$ cat src/rtl/des_pkg.sv
// Shared DES constants, state encoding and round-function tables (E, P, S1-S8).
// Bit numbering follows the DES standard: index 1 is the most significant bit.
package des_pkg;

    localparam int DES_ROUNDS = 16;
    localparam int KEY_W      = 48;
    localparam int BLOCK_W    = 64;
    localparam int HALF_W     = 32;

    typedef enum logic [1:0] {
        IDLE,
        ROUND,
        DONE
    } dec_state_e;

    localparam int E_TABLE [48] = '{
        32,  1,  2,  3,  4,  5,  4,  5,  6,  7,  8,  9,
         8,  9, 10, 11, 12, 13, 12, 13, 14, 15, 16, 17,
        16, 17, 18, 19, 20, 21, 20, 21, 22, 23, 24, 25,
        24, 25, 26, 27, 28, 29, 28, 29, 30, 31, 32,  1
    };

    localparam int P_TABLE [32] = '{
        16,  7, 20, 21, 29, 12, 28, 17,  1, 15, 23, 26,  5, 18, 31, 10,
         2,  8, 24, 14, 32, 27,  3,  9, 19, 13, 30,  6, 22, 11,  4, 25
    };

    // Each box is stored row-major: entry = row*16 + column.
    localparam int S_BOX [8][64] = '{
        '{14,4,13,1,2,15,11,8,3,10,6,12,5,9,0,7, 0,15,7,4,14,2,13,1,10,6,12,11,9,5,3,8,
          4,1,14,8,13,6,2,11,15,12,9,7,3,10,5,0, 15,12,8,2,4,9,1,7,5,11,3,14,10,0,6,13},
        '{15,1,8,14,6,11,3,4,9,7,2,13,12,0,5,10, 3,13,4,7,15,2,8,14,12,0,1,10,6,9,11,5,
          0,14,7,11,10,4,13,1,5,8,12,6,9,3,2,15, 13,8,10,1,3,15,4,2,11,6,7,12,0,5,14,9},
        '{10,0,9,14,6,3,15,5,1,13,12,7,11,4,2,8, 13,7,0,9,3,4,6,10,2,8,5,14,12,11,15,1,
          13,6,4,9,8,15,3,0,11,1,2,12,5,10,14,7, 1,10,13,0,6,9,8,7,4,15,14,3,11,5,2,12},
        '{7,13,14,3,0,6,9,10,1,2,8,5,11,12,4,15, 13,8,11,5,6,15,0,3,4,7,2,12,1,10,14,9,
          10,6,9,0,12,11,7,13,15,1,3,14,5,2,8,4, 3,15,0,6,10,1,13,8,9,4,5,11,12,7,2,14},
        '{2,12,4,1,7,10,11,6,8,5,3,15,13,0,14,9, 14,11,2,12,4,7,13,1,5,0,15,10,3,9,8,6,
          4,2,1,11,10,13,7,8,15,9,12,5,6,3,0,14, 11,8,12,7,1,14,2,13,6,15,0,9,10,4,5,3},
        '{12,1,10,15,9,2,6,8,0,13,3,4,14,7,5,11, 10,15,4,2,7,12,9,5,6,1,13,14,0,11,3,8,
          9,14,15,5,2,8,12,3,7,0,4,10,1,13,11,6, 4,3,2,12,9,5,15,10,11,14,1,7,6,0,8,13},
        '{4,11,2,14,15,0,8,13,3,12,9,7,5,10,6,1, 13,0,11,7,4,9,1,10,14,3,5,12,2,15,8,6,
          1,4,11,13,12,3,7,14,10,15,6,8,0,5,9,2, 6,11,13,8,1,4,10,7,9,5,0,15,14,2,3,12},
        '{13,2,8,4,6,15,11,1,10,9,3,14,5,0,12,7, 1,15,13,8,10,3,7,4,12,5,6,11,0,14,9,2,
          7,11,4,1,9,12,14,2,0,6,10,13,15,3,5,8, 2,1,14,7,4,10,8,13,15,12,9,0,3,5,6,11}
    };

    function automatic logic [1:KEY_W] e_expand(input logic [1:HALF_W] r);
        logic [1:KEY_W] e;
        e = '0;
        for (int i = 0; i < KEY_W; i++) e[i+1] = r[E_TABLE[i]];
        return e;
    endfunction

    function automatic logic [1:HALF_W] p_permute(input logic [1:HALF_W] x);
        logic [1:HALF_W] p;
        p = '0;
        for (int i = 0; i < HALF_W; i++) p[i+1] = x[P_TABLE[i]];
        return p;
    endfunction

    // Outer bits of each 6-bit group pick the row, inner four bits the column.
    function automatic logic [1:HALF_W] s_substitute(input logic [1:KEY_W] x);
        logic [1:HALF_W] s;
        logic [5:0]      six;
        logic [5:0]      idx;
        s = '0;
        for (int b = 0; b < 8; b++) begin
            six = x[6*b+1 +: 6];
            idx = {six[5], six[0], six[4:1]};
            s[4*b+1 +: 4] = 4'(S_BOX[b][idx]);
        end
        return s;
    endfunction

endpackage

$ cat src/rtl/des_f_function.sv
// DES round function f(R, K) = P(S(E(R) xor K)); combinational, shared with the encrypt round.
module des_f_function
    import des_pkg::*;
(
    input  logic [1:HALF_W] r,
    input  logic [1:KEY_W]  k,
    output logic [1:HALF_W] f
);

    always_comb begin
        f = p_permute(s_substitute(e_expand(r) ^ k));
    end

endmodule

$ cat src/rtl/ip_inverse_permutation.sv
// DES final permutation (IP inverse), pure wiring.
module ip_inverse_permutation (
    input  logic [1:64] data_in,
    output logic [1:64] data_out
);

    localparam int FP_TABLE [64] = '{
        40,  8, 48, 16, 56, 24, 64, 32, 39,  7, 47, 15, 55, 23, 63, 31,
        38,  6, 46, 14, 54, 22, 62, 30, 37,  5, 45, 13, 53, 21, 61, 29,
        36,  4, 44, 12, 52, 20, 60, 28, 35,  3, 43, 11, 51, 19, 59, 27,
        34,  2, 42, 10, 50, 18, 58, 26, 33,  1, 41,  9, 49, 17, 57, 25
    };

    always_comb begin
        data_out = '0;
        for (int i = 0; i < 64; i++) data_out[i+1] = data_in[FP_TABLE[i]];
    end

endmodule

$ cat src/rtl/ip_permutation.sv
// DES initial permutation (IP), pure wiring.
module ip_permutation (
    input  logic [1:64] data_in,
    output logic [1:64] data_out
);

    localparam int IP_TABLE [64] = '{
        58, 50, 42, 34, 26, 18, 10,  2, 60, 52, 44, 36, 28, 20, 12,  4,
        62, 54, 46, 38, 30, 22, 14,  6, 64, 56, 48, 40, 32, 24, 16,  8,
        57, 49, 41, 33, 25, 17,  9,  1, 59, 51, 43, 35, 27, 19, 11,  3,
        61, 53, 45, 37, 29, 21, 13,  5, 63, 55, 47, 39, 31, 23, 15,  7
    };

    always_comb begin
        data_out = '0;
        for (int i = 0; i < 64; i++) data_out[i+1] = data_in[IP_TABLE[i]];
    end

endmodule

$ cat src/rtl/des_decryption_iterative.sv
// Iterative DES decryption: one Feistel round per clock, keys applied K16 down to K1.
// A block occupies the core for 18 cycles from accept to the next possible accept.
module des_decryption_iterative
    import des_pkg::*;
#(
    parameter int ROUNDS = DES_ROUNDS
) (
    input  logic                          clk,
    input  logic                          rst,
    input  logic                          start,
    output logic                          ready,
    input  logic [1:BLOCK_W]              ciphertext,
    input  logic [1:KEY_W*DES_ROUNDS]     round_keys,
    output logic                          output_valid,
    output logic [1:BLOCK_W]              result
);

    dec_state_e       state_q, state_d;
    logic [3:0]       cnt_q, cnt_d;
    logic [1:HALF_W]  l_q, l_d;
    logic [1:HALF_W]  r_q, r_d;
    logic [1:BLOCK_W] result_q, result_d;
    logic             valid_q, valid_d;
    logic             ready_q, ready_d;

    logic [1:BLOCK_W] ip_out;
    logic [1:BLOCK_W] ip_inv_out;
    logic [1:KEY_W]   key_arr [DES_ROUNDS];
    logic [3:0]       key_idx;
    logic [1:KEY_W]   round_key;
    logic [1:HALF_W]  f_out;

    ip_permutation u_ip (
        .data_in  (ciphertext),
        .data_out (ip_out)
    );

    // Halves go out swapped, undoing the swap of the last Feistel round.
    ip_inverse_permutation u_ip_inv (
        .data_in  ({r_q, l_q}),
        .data_out (ip_inv_out)
    );

    des_f_function u_f (
        .r (r_q),
        .k (round_key),
        .f (f_out)
    );

    always_comb begin
        for (int n = 0; n < DES_ROUNDS; n++) key_arr[n] = round_keys[KEY_W*n+1 +: KEY_W];
        key_idx   = 4'(DES_ROUNDS - 1) - cnt_q;
        round_key = key_arr[key_idx];
    end

    always_comb begin
        state_d  = state_q;
        cnt_d    = cnt_q;
        l_d      = l_q;
        r_d      = r_q;
        result_d = result_q;
        valid_d  = 1'b0;
        case (state_q)
            IDLE: begin
                if (start) begin
                    {l_d, r_d} = ip_out;
                    cnt_d      = '0;
                    state_d    = ROUND;
                end
            end
            ROUND: begin
                l_d   = r_q;
                r_d   = l_q ^ f_out;
                cnt_d = cnt_q + 4'd1;
                if (cnt_q == 4'(ROUNDS - 1)) state_d = DONE;
            end
            DONE: begin
                result_d = ip_inv_out;
                valid_d  = 1'b1;
                state_d  = IDLE;
            end
            default: state_d = IDLE;
        endcase
        ready_d = (state_d == IDLE);
    end

    always_ff @(posedge clk or posedge rst) begin
        if (rst) begin
            state_q  <= IDLE;
            cnt_q    <= '0;
            l_q      <= '0;
            r_q      <= '0;
            result_q <= '0;
            valid_q  <= 1'b0;
            ready_q  <= 1'b1;
        end else begin
            state_q  <= state_d;
            cnt_q    <= cnt_d;
            l_q      <= l_d;
            r_q      <= r_d;
            result_q <= result_d;
            valid_q  <= valid_d;
            ready_q  <= ready_d;
        end
    end

    assign ready        = ready_q;
    assign output_valid = valid_q;
    assign result       = result_q;

endmodule

$ cat config.mk
export PLATFORM = sky130hd
export DESIGN_NAME = des_decryption_iterative
export DESIGN_NICKNAME = d
export VERILOG_FILES = /design/src/rtl/des_pkg.sv /design/src/rtl/des_f_function.sv /design/src/rtl/ip_inverse_permutation.sv /design/src/rtl/ip_permutation.sv /design/src/rtl/des_decryption_iterative.sv
export SDC_FILE = /design/constraint.sdc
export NUM_CORES = 1
export LEC_CHECK = 0
export CAP_MARGIN = 20
export CORE_AREA = 4 4 350 352
export DETAILED_ROUTE_END_ITERATION = 7
export DIE_AREA = 0 0 354 356
export PLACE_DENSITY_LB_ADDON = 0.25
export SLEW_MARGIN = 20
export SYNTH_ARGS = -nofsm -noshare
export SYNTH_HDL_FRONTEND = slang
export SYNTH_HIERARCHICAL = 1
export SYNTH_SLANG_ARGS = --single-unit
$ cat constraint.sdc
create_clock -name clk -period 4.7 [get_ports clk]
set_clock_uncertainty 0.2 [all_clocks]
set_input_delay 0.94 -clock clk [delete_from_list [all_inputs] [get_ports clk]]
set_output_delay 0.94 -clock clk [all_outputs]
set_load 0.05 [all_outputs]
==> impl_metrics.yaml <==
drt:
  via_per_inst: 4.543
  routedWlPerCell_um: 33.05
  drt_iter0_drc: 1593
  firstDrtPassIters: 5
  drt-total-wl_um: 141000
  ant_nets: 0
  vias: 19379
  drc: 0
clocking:
  cts_buffer_depth: 2
  htreeDepth: 4
  cts_hold_buf: 0
  cts-root-buf: "clkbuf_16"
  path_clk_slew_ns: 0.07
  clock_sinks: 136
  cts_tree: "done"
  cts_made_buffers: 17
  clock_latency_ns: 0.51
power:
  leakage_nw: 11.53
  pwr-share-seq_pct: 7.5
  p_switching_mw: 17.83
  swShare_pct: 50.84
  finalPower_mw: 35.08
  intPower_mw: 17.24
  p_per_area_nw_per_um2: 1165
  p_clk_share_pct: 4.1
  peakVddDrop_mv: 0.5018
  pwr-share-comb_pct: 88.4
placement:
  port-buffer-count: 900
  dp_worst_setup_slack_ns: -0.3827
  globalplace.congestion: 0.9457
  dpl.cell_count: 4200
  place_hpwl_um: 122900
grt:
  grt_pass1_vias: 19265
  grt_pass1_wl_um: 181100
  overflow: 0
  antenna_found_initial: 130
  track_usage_pct: 21.35
  grt_max_degree: 74
logic_synthesis:
  yosys_warnings: 6
  syn_inst: 1690
  synth.distinct_cells: 66
  synthesis.nets: 2588
  ys_ff_latch: 136
  ys_seq_area_share_pct: 19.40
  synthFlopType: "dfrtp_1"
  synth_edf_count: 0
  avgSynthCellArea_um2: 10.38
  syn_area_um2: 17550
  async_reset_ff_share_pct: 100.0
timing:
  hold_viol_final: 0
  max_slew.worst_pin.slew_ns: 0.7867
  setup_ws_ns: 0.07738
  relSlewSlack_pct: 47.39
  min_period_over_period_pct: 98.35
  setup_viol: 0
  timing.final.max_slew_violations: 0
  max_freq_ghz: 0.2163
  tns_ns: 0
  final.min_clock_period_ns: 4.623
critical_path:
  crit_slowest_cell: "clkdlybuf4s50_1"
  crit_chain: "clkdlybuf4s50_1 > mux4_2 > a22oi_1 > nand2_1 > buf_4 > xor2_2 > buf_4 > ha_1 > mux4_2 > mux4_2 > xor2_1 > a22oi_1 > o21ai_0"
  startpoint_type: "primary input"
  worst-endpoint-required_ns: 4.83
  max_stage_delay_ns: 0.56
  cp_max_fo: 4
  arrival_ns: 4.75
  crit_type: "primary input to flop"
  worstSetupEndpointType: "flop"
  worst_path_most_repeated_cell: "mux4_2"
final_layout:
  n_fill_cell: 12627
  nNetsFinal: 3510
  stdcell_count: 4266
  drive_gt1_share_pct: 22.44
  synthToLayoutAreaGrowth_pct: 71.62
flow_run:
  cap_violations: 0
floorplanning:
  die_y_um: 356
  core_um2: 119300
  design.die.area_um2: 126000
  die_x_um: 354
  rows: 127
  start_util_pct: 14.70
  io_pins: 901
hold_path:
  min_path_type: "flop to flop"
status:
  status: "complete, no violations"
## final cells by class
type	instances	area [µm²]	area share, %
inverters	40	153.9	0.5110
flip-flops and latches	136	3417	11.35
repair buffers	1173	11390	37.81
diodes	29	72.57	0.2410
multi-input cells	1244	12490	41.46
well taps	1612	2017	6.697
clock inverters	12	116.4	0.3864
clock buffers	20	466.7	1.550
## critical path, delay by kind of cell
family                   cells  cell delay (ns)
AO/OA/AOI/OAI                3             0.47
multiplexers                 3             1.58
adder cells (fa/ha/maj)      1             0.34
AND/OR/NAND/NOR              1             0.14
XOR/XNOR                     2             0.37
buffers and inverters        3             0.90
## path summary, 6_finish.rpt
check,cells past startpoint,slack (ns),from,to
min in group asynchronous,2,0.62,rst,l_q[28]
setup reg to reg,14,0.16,cnt_q[0],r_q[7]
hold / removal,1,0.28,result[55],result[55]
hold reg to reg,1,0.28,result[55],result[55]
max in group asynchronous,3,2.82,rst,state_q[0]
setup / recovery,13,0.08,round_keys[232],r_q[7]
## registers in the layout (all words and copies together) (netlist names)
register,flops
result,64
l_q,32
r_q,32
cnt_q,4
state_q,2
output_valid,1
ready,1
## cell usage after synthesis (5+ instances only)
| library cell | n | area share, % |
|---|---|---|
| mux4_2 | 217 | 28 |
| nand2_1 | 168 | 3.6 |
| a22oi_1 | 164 | 7.0 |
| buf_4 | 135 | 5.8 |
| dfrtp_1 | 135 | 19 |
| clkbuf_1 | 80 | 1.7 |
| o21ai_0 | 77 | 2.2 |
| xor2_1 | 69 | 3.4 |
| nor2_1 | 66 | 1.4 |
| ha_1 | 63 | 4.5 |
| mux2_1 | 50 | 3.2 |
| xnor2_1 | 46 | 2.3 |
| buf_2 | 38 | 1.1 |
| a21oi_1 | 37 | 1.1 |
| inv_1 | 34 | 0.73 |
| mux2i_1 | 30 | 1.7 |
| o211ai_1 | 28 | 1.2 |
| a211oi_1 | 24 | 1.0 |
| o21ai_1 | 24 | 0.68 |
| nor3_1 | 23 | 0.66 |
| mux2_2 | 20 | 1.3 |
| nand3_1 | 18 | 0.51 |
| buf_6 | 14 | 0.90 |
| a31oi_1 | 9 | 0.32 |
| o31ai_1 | 8 | 0.34 |
| a221oi_1 | 7 | 0.35 |
| a311oi_1 | 5 | 0.25 |
| mux4_1 | 5 | 0.75 |
| nor2b_1 | 5 | 0.18 |
| o2111ai_1 | 5 | 0.25 |
| o21a_1 | 5 | 0.21 |
| o221ai_1 | 5 | 0.25 |
| o22ai_1 | 5 | 0.18 |
| o311ai_0 | 5 | 0.25 |
| xnor2_2 | 5 | 0.46 |
## cells by family after synthesis
kind of cell,Yosys count,share of synthesized area [%]
compound gates,433,16.88
flops,136,19.40
mux,322,34.80
simple gates,298,7.030
fa+ha+maj,65,4.606
buf+inv,310,10.39
xor+xnor,126,6.888
## metrics by stage
stage | area (µm²) | hold WS [ns] | utilization [%]
2_1_floorplan | 17550 | 0.2915 | -
3_3_place_gp | 29240 | 0.2661 | 24.50
3_5_place_dp | 29240 | 0.2740 | 24.50
4_1_cts | 29850 | 0.2892 | 25.02
5_1_grt | 30050 | 0.3024 | 25.18
6_report | 30120 | 0.2843 | 25.24
## per-layer routing
| layer | global-route usage (%) | up-vias | wire (µm) |
|---|---|---|---|
| met5 | 0 | - | 482 |
| met4 | 1.637 | 80 | 1083 |
| met3 | 9.623 | 161 | 16330 |
| met2 | 31.53 | 1030 | 59670 |
| met1 | 29.74 | 9792 | 63410 |
| li1 | - | 8316 | - |
## power groups by stage
stage / Sequential, mW / Clock (mW) / Combinational [mW]
after global placement: 2.65 / 0 / 30.9
after CTS: 2.63 / 1.49 / 30.9
after floorplan: 2.36 / 0 / 18.4
final: 2.62 / 1.44 / 31.0
after global routing: 2.69 / 1.53 / 33.6
after detailed placement: 2.65 / 0 / 30.8
## placed cells by master (no fill, tap or decap), drive strengths merged, types with 3 or more instances in the layout
master         count
clkdlybuf4s50    900
buf              271
mux4             222
nand2            168
a22oi            164
dfrtp            135
o21ai            101
xor2              73
mux2              70
nor2              66
ha                63
xnor2             53
inv               41
a21oi             37
mux2i             30
diode             29
o211ai            28
a211oi            24
nor3              23
clkbuf            22
nand3             18
a31oi              9
o31ai              8
a221oi             7
clkinv             7
o21a               5
o22ai              5
o311ai             5
a311oi             5
o221ai             5
o2111ai            5
nor2b              5
nand4              4
a211o              4
and2               4
clkinvlp           3
a21o               3
o311a              3
## what timing repair did
item / in CTS / in global routing
setup endpoints to repair: 3 / 21
setup buffers: 0 / 3
hold endpoints to repair: 0 / 0
pin swaps: 0 / 1
gates cloned: 0 / 2
gates resized for setup: 4 / 21
Power figures use the tool's default switching activity.
